--- src/rtl/instruction_fetch.sv ---
// instruction_fetch: fetches instructions over a req/ack memory port and hands them to decode via valid/ready
module instruction_fetch #(
    parameter int ADDR_W  = 16,
    parameter int DATA_W  = 16,
    parameter int TIMEOUT = 255
) (
    input  logic              clk,
    input  logic              rst_n,
    input  logic [ADDR_W-1:0] i_addr,
    output logic              pc_increment,
    input  logic              flush,
    output logic              mem_req,
    output logic [ADDR_W-1:0] mem_addr,
    input  logic              mem_ack,
    input  logic [DATA_W-1:0] mem_data,
    output logic [DATA_W-1:0] instr,
    output logic [ADDR_W-1:0] instr_addr,
    output logic              instr_valid,
    input  logic              instr_ready,
    output logic              fetch_err
);
    localparam int CW = TIMEOUT > 1 ? $clog2(TIMEOUT + 1) : 1;
    typedef enum logic [1:0] {IDLE, REQ, HOLD, ERR} state_t;
    state_t            state, state_d;
    logic              mem_req_d, instr_valid_d, fetch_err_d, discard, discard_d, timeout_hit;
    logic [ADDR_W-1:0] mem_addr_d, instr_addr_d;
    logic [DATA_W-1:0] instr_d;
    logic [CW-1:0]     cnt, cnt_d;
    assign timeout_hit  = (TIMEOUT != 0) && (int'(cnt) >= TIMEOUT - 1);
    assign pc_increment = (state == REQ) && mem_req && mem_ack && !flush && !discard;
    always_comb begin
        state_d       = state;
        mem_req_d     = mem_req;
        mem_addr_d    = mem_addr;
        instr_d       = instr;
        instr_addr_d  = instr_addr;
        instr_valid_d = instr_valid;
        fetch_err_d   = fetch_err;
        discard_d     = discard;
        cnt_d         = cnt;
        case (state)
            IDLE: begin
                mem_addr_d = i_addr;
                mem_req_d  = 1'b1;
                cnt_d      = '0;
                state_d    = REQ;
            end
            REQ: begin
                if (mem_ack) begin
                    mem_req_d = 1'b0;
                    discard_d = 1'b0;
                    state_d   = (discard || flush) ? IDLE : HOLD;
                    if (!discard && !flush) begin
                        instr_d       = mem_data;
                        instr_addr_d  = mem_addr;
                        instr_valid_d = 1'b1;
                    end
                end else if (timeout_hit) begin
                    mem_req_d     = 1'b0;
                    instr_valid_d = 1'b0;
                    fetch_err_d   = 1'b1;
                    state_d       = ERR;
                end else begin
                    discard_d = discard || flush;
                    cnt_d     = &cnt ? cnt : cnt + CW'(1);
                end
            end
            HOLD: begin
                if (flush) begin
                    instr_valid_d = 1'b0;
                    state_d       = IDLE;
                end else if (instr_ready) begin
                    instr_valid_d = 1'b0;
                    mem_addr_d    = i_addr;
                    mem_req_d     = 1'b1;
                    cnt_d         = '0;
                    state_d       = REQ;
                end
            end
            ERR: state_d = ERR;
        endcase
    end
    always_ff @(posedge clk or negedge rst_n) begin
        if (!rst_n) begin
            state       <= IDLE;
            mem_req     <= 1'b0;
            mem_addr    <= '0;
            instr       <= '0;
            instr_addr  <= '0;
            instr_valid <= 1'b0;
            fetch_err   <= 1'b0;
            discard     <= 1'b0;
            cnt         <= '0;
        end else begin
            state       <= state_d;
            mem_req     <= mem_req_d;
            mem_addr    <= mem_addr_d;
            instr       <= instr_d;
            instr_addr  <= instr_addr_d;
            instr_valid <= instr_valid_d;
            fetch_err   <= fetch_err_d;
            discard     <= discard_d;
            cnt         <= cnt_d;
        end
    end
endmodule

--- config.mk ---
export PLATFORM = sky130hd
export DESIGN_NAME = instruction_fetch
export DESIGN_NICKNAME = d
export VERILOG_FILES = /design/src/rtl/instruction_fetch.sv
export SDC_FILE = /design/constraint.sdc
export NUM_CORES = 1
export LEC_CHECK = 0
export BUFFER_PORTS_ARGS = -buffer_cell sky130_fd_sc_hd__buf_2
export CAP_MARGIN = 20
export CORE_ASPECT_RATIO = 0.75
export CORE_UTILIZATION = 45
export CTS_CLUSTER_SIZE = 14
export DETAILED_ROUTE_END_ITERATION = 6
export PLACE_DENSITY = 0.75
export SYNTH_ARGS = -nofsm -noshare
export SYNTH_HDL_FRONTEND = slang
export SYNTH_SLANG_ARGS = --single-unit
--- constraint.sdc ---
create_clock -name clk -period 2.5 [get_ports clk]
set_clock_uncertainty 0.1 [all_clocks]
set_input_delay 0.5 -clock clk [delete_from_list [all_inputs] [get_ports clk]]
set_output_delay 0.5 -clock clk [all_outputs]
set_load 0.01 [all_outputs]
After elaboration in Yosys (flattened, before gate mapping)
Cells that the tools add are included.
{"block": "word_totals", "register_bits": 62, "latchBits": 0, "ramBits": 0, "rom_bits": 0, "input_bits": 37, "output_inout_bits": 52, "word_cells": 72, "memories": 0}
{"block": "classes", "n_addsub": 1, "n_mul": 0, "div": 0, "n_lt_le_gt_ge": 1, "n_eq_ne": 12, "shift": 0, "mux": 27, "n_bitwise": 1, "reduce_logical": 21}
{"op": "two-way mux 8 bit", "count": 5}
{"op": "two-way mux 16 bit", "count": 2}
{"op": "one-hot mux 16 bit (2 select lines)", "count": 1}
{"op": "one-hot mux 8 bit (3 select lines)", "count": 1}
{"op": "!= test 2 bit (second input constant)", "count": 6}
{"op": "two-way mux 1 bit", "count": 10}
{"op": "two-way mux 2 bit", "count": 5}
{"op": "AND reduction 3 bit", "count": 3}
{"op": "adder 8 x 1 -> 8 bit (second input constant)", "count": 1}
{"op": ">= comparator 8 bit (second input constant)", "count": 1}
{"op": "one-hot mux 2 bit (4 select lines)", "count": 1}
{"op": "AND reduction 4 bit", "count": 2}
{"op": "AND reduction 8 bit", "count": 1}
{"op": "!= test 3 bit (second input constant)", "count": 2}
{"op": "AND reduction 6 bit", "count": 1}
{"op": "logical AND 1 bit", "count": 5}
{"op": "equality test 2 bit (second input constant)", "count": 2}
{"op": "AND reduction 2 bit", "count": 2}
{"op": "nonzero test 2 bit", "count": 2}
{"op": "!= test 3 x 2 -> 1 bit (second input constant)", "count": 1}
{"op": "one-hot mux 1 bit (3 select lines)", "count": 1}
{"op": "nonzero test 3 bit", "count": 1}
{"op": "equality test 2 x 1 -> 1 bit (second input constant)", "count": 1}
{"op": "zero test 1 bit", "count": 2}
{"op": "other kinds (4)", "count": 4}

Depth between registers and ports, before layout
{"block": "logic_depth", "ltp_word": 5, "mapped_depth": 7, "depth_no_buf": 7}

Worst setup path before layout
OpenSTA, ideal clock, no wires.
{"block": "synth_timing", "kind": "reg-to-output", "start": "register state[1]", "end": "output port pc_increment", "t_arrival_ns": 1.488, "required_time_ns": 1.900, "path_slack_ns": 0.412, "stages_incl_launch_ff": 7, "n_path_buf": 1, "path_cell_list": "dfrtp_1 inv_1 ha_1 nand2_1 nor3_2 buf_2 and2_1"}
{"block": "synth_via", "elab_chain_len": 5}
{"element": "start, declared", "line": "24", "text": "state_t state, state_d;"}
{"element": "start signal, assigned", "line": "95", "text": "state <= state_d;"}
{"element": "equality test 2 x 1 -> 1 bit", "line": "30", "text": "assign pc_increment = (state == REQ) && mem_req && mem_ack && !flush && !discard;"}
{"element": "logical AND 1 bit (4 in series)", "line": "30"}
{"element": "end, declared", "line": "10", "text": "output logic pc_increment,"}
Every way passes these cells.

Worst setup path after layout
Ends and elaborated chain as after synthesis.

==> reports/metrics.yaml <==
timing:
  period_minus_slack_ps: 2313
  rsz0062_at_grt: "no"
  slew_headroom_pct: 73.20
  finalSetupViolCount: 0
  period_share_pct: 92.52
  setup_tns_ps: 0
  tightest_slew_ps: 401.9
  finalHoldViolCount: 0
  drv_slew: 0
  clock.fmax_mhz: 432.3
grt:
  overflow: 0
  antenna_found_initial: 0
  grt_pass1_vias: 1708
  grt_use_total_pct: 17.70
  grt_max_degree: 63
  grt_pass1_wl_um: 8155
routing:
  ant_nets: 0
  drcViolationCount: 0
  viasPerCell: 5.082
  vias: 1860
  finalWirelength_um: 5141
  firstDrtPassIters: 4
  wl_per_cell_um: 14.05
  initialDrtViolationCount: 105
clocking:
  post-cts-setup-buffer-count: 0
  clock-root-buffer: "clkbuf_8"
  clkTransAtPathRegs_ps: 70
  ctsHoldBuffers: 0
  cts_sinks: 62
  cts-buffers-inserted: 9
  cts_resized: 0
  htree_num_levels: 3
  clockBufferDepth: 2
  cts_tree: "built"
  worstSkewPairLatency_ps: 330
setup_path:
  critPathSlowestCell: "dfrtp_1"
  critPathCaptureType: "output pin"
  critPathMaxFanout: 7
  crit_required_ps: 1900
  cp-start-kind: "flop"
  arrival_ps: 1710
  critPathKind: "flop to output pin"
  critPathBufInv: 2
  ff2ff_setup_slack_ps: 320
  worstPathCellList: "inv_1 -> ha_1 -> nand2_1 -> nor3_4 -> and2_1 -> buf_2"
  critPathMaxStageDelay_ps: 410
  critPathTopFamily: "simple AND/OR/NAND/NOR gates"
floorplanning:
  die_h_um: 68.32
  start_util_pct: 48.01
  die_area_um2: 6177
  die_w_um: 90.42
  coreArea_um2: 5497
  core.rowCount: 23
  io_pins: 89
logic_synthesis:
  netlist_area_um2: 2639
  synthArstFlopShare_pct: 100.0
  synthCells: 187
  synth.distinct_cells: 41
  yosys_warnings: 0
  synth_edf_count: 0
  syn-num-nets: 230
  yosys_register_bits: 62
  yosys_most_used_dff: "dfrtp_1"
  syn_area_per_cell_um2: 14.11
  seq_area_frac_synth_pct: 58.80
pwr:
  p_leak_uw: 0.001663
  p_int_uw: 2963
  switching_share_pct: 32.89
  seq_power_share_pct: 38.8
  power_switching_uw: 1452
  power_density_nw_per_um2: 1286
  ir_worst_vdd_uv: 651.3
  pwr-share-comb_pct: 38.5
  pwr-share-clk_pct: 22.7
flow_run:
  cap_violations: 0
min_path:
  hold_class: "primary input to async pin"
cells_and_area:
  drive_gt1_share_pct: 57.39
  area_delta_synth_final_pct: 30.11
  instances_no_fill: 366
  antennaDiodeCount: 0
  fillers: 431
  fin_nets: 329
placed_design:
  place_congestion: 0.8727
  port_buffers: 88
  dp_cells: 350
  dp_hpwl_um: 3674
outcome:
  outcome: "complete, no violations"
[placed cells by master, fill, tap and decap left out, drive strengths merged, types with 3 or more instances in the layout]
master	count
mux2	48
nor2	7
dfrtp	62
clkbuf	13
o21ai	7
a21oi	4
inv	9
buf	93
ha	6
nand2	5
and3	3
[path summary, 6_finish.rpt]
kind	startpoint	to	cells after the start
setup / recovery	state[1]	pc_increment	6
hold / removal	rst_n	state[1]	2
setup reg to reg	cnt[0]	cnt[5]	7
hold reg to reg	fetch_err	fetch_err	1
max in group asynchronous	rst_n	instr[10]	2
min in group clk	mem_data[4]	instr[4]	2
[power by group through the flow]
| stage | logic, µW | registers [µW] | clock network (µW) |
|---|---|---|---|
| after floorplan | 866 | 1910 | 0 |
| after global placement | 1670 | 1710 | 0 |
| after detailed placement | 1720 | 1740 | 0 |
| after CTS | 1730 | 1720 | 1030 |
| after global routing | 1850 | 1790 | 1070 |
| final | 1700 | 1720 | 1000 |
[cell families (layout without fill, tap and decap cells)]
kind of cell             after synthesis  in the layout  share of synthesized area (%)
flip-flops                            62             62                          58.80
multiplexers                          49             49                          20.86
AO/OA/AOI/OAI                         28             28                          8.441
AND/OR/NAND/NOR                       25             25                          5.501
buffers and inverters                 14            118                          2.560
adder cells (fa/ha/maj)                6              6                          2.845
XOR/XNOR                               3              3                         0.9959
[metal layers]
metal / routed length, µm / part of all wire, % / GRT usage, %
met4: 97 / 1.9 / 8.669
met3: 410 / 8.0 / 7.778
met2: 2198 / 43 / 25.67
met5: 0 / 0 / 0
met1: 2434 / 47 / 22.82
[Yosys cell counts (2+ instances only)]
cell type  count  share of area [%]
nor2_1         7                1.0
o31ai_1        2               0.57
mux2_2        48                 20
and2_1         2               0.47
xor2_1         2               0.66
buf_2          3               0.57
nand2_1        5               0.71
ha_1           6                2.8
dfrtp_1       62                 59
a21oi_1        3               0.57
o21ai_0        6                1.1
inv_1          9                1.3
a31oi_1        2               0.47
o211ai_1       2               0.57
and3_2         2               0.57
[final cells by class]
cell class	instances	area, µm²	area share, %
Clock buffer	13	168.9	4.920
Clock inverter	3	65.06	1.895
Inverter	9	33.78	0.9840
Multi-Input combinational cell	111	1030	29.99
Sequential cell	62	1551	45.19
Tap cell	75	93.84	2.733
Timing Repair Buffer	93	490.5	14.29
[state kept, by name, indices dropped and copies added, names as in the netlist]
name,count
instr,16
instr_addr,16
mem_addr,16
cnt,8
state,2
discard,1
fetch_err,1
instr_valid,1
mem_req,1
[stage by stage]
stage	utilization [%]	cell area, µm²	total power, µW	hold slack (ps)	worst slack, ps
after detailed placement	58.21	3199	3456	362.7	348.4
after global placement	58.21	3199	3384	361.3	425.2
final	62.46	3433	4415	53.83	187.0
after floorplan	-	2639	2775	104.4	411.9
after CTS	62.46	3433	4476	65.44	166.9
after global routing	62.46	3433	4712	81.36	29.66
Note: power is estimated with default switching activity, not from simulation.
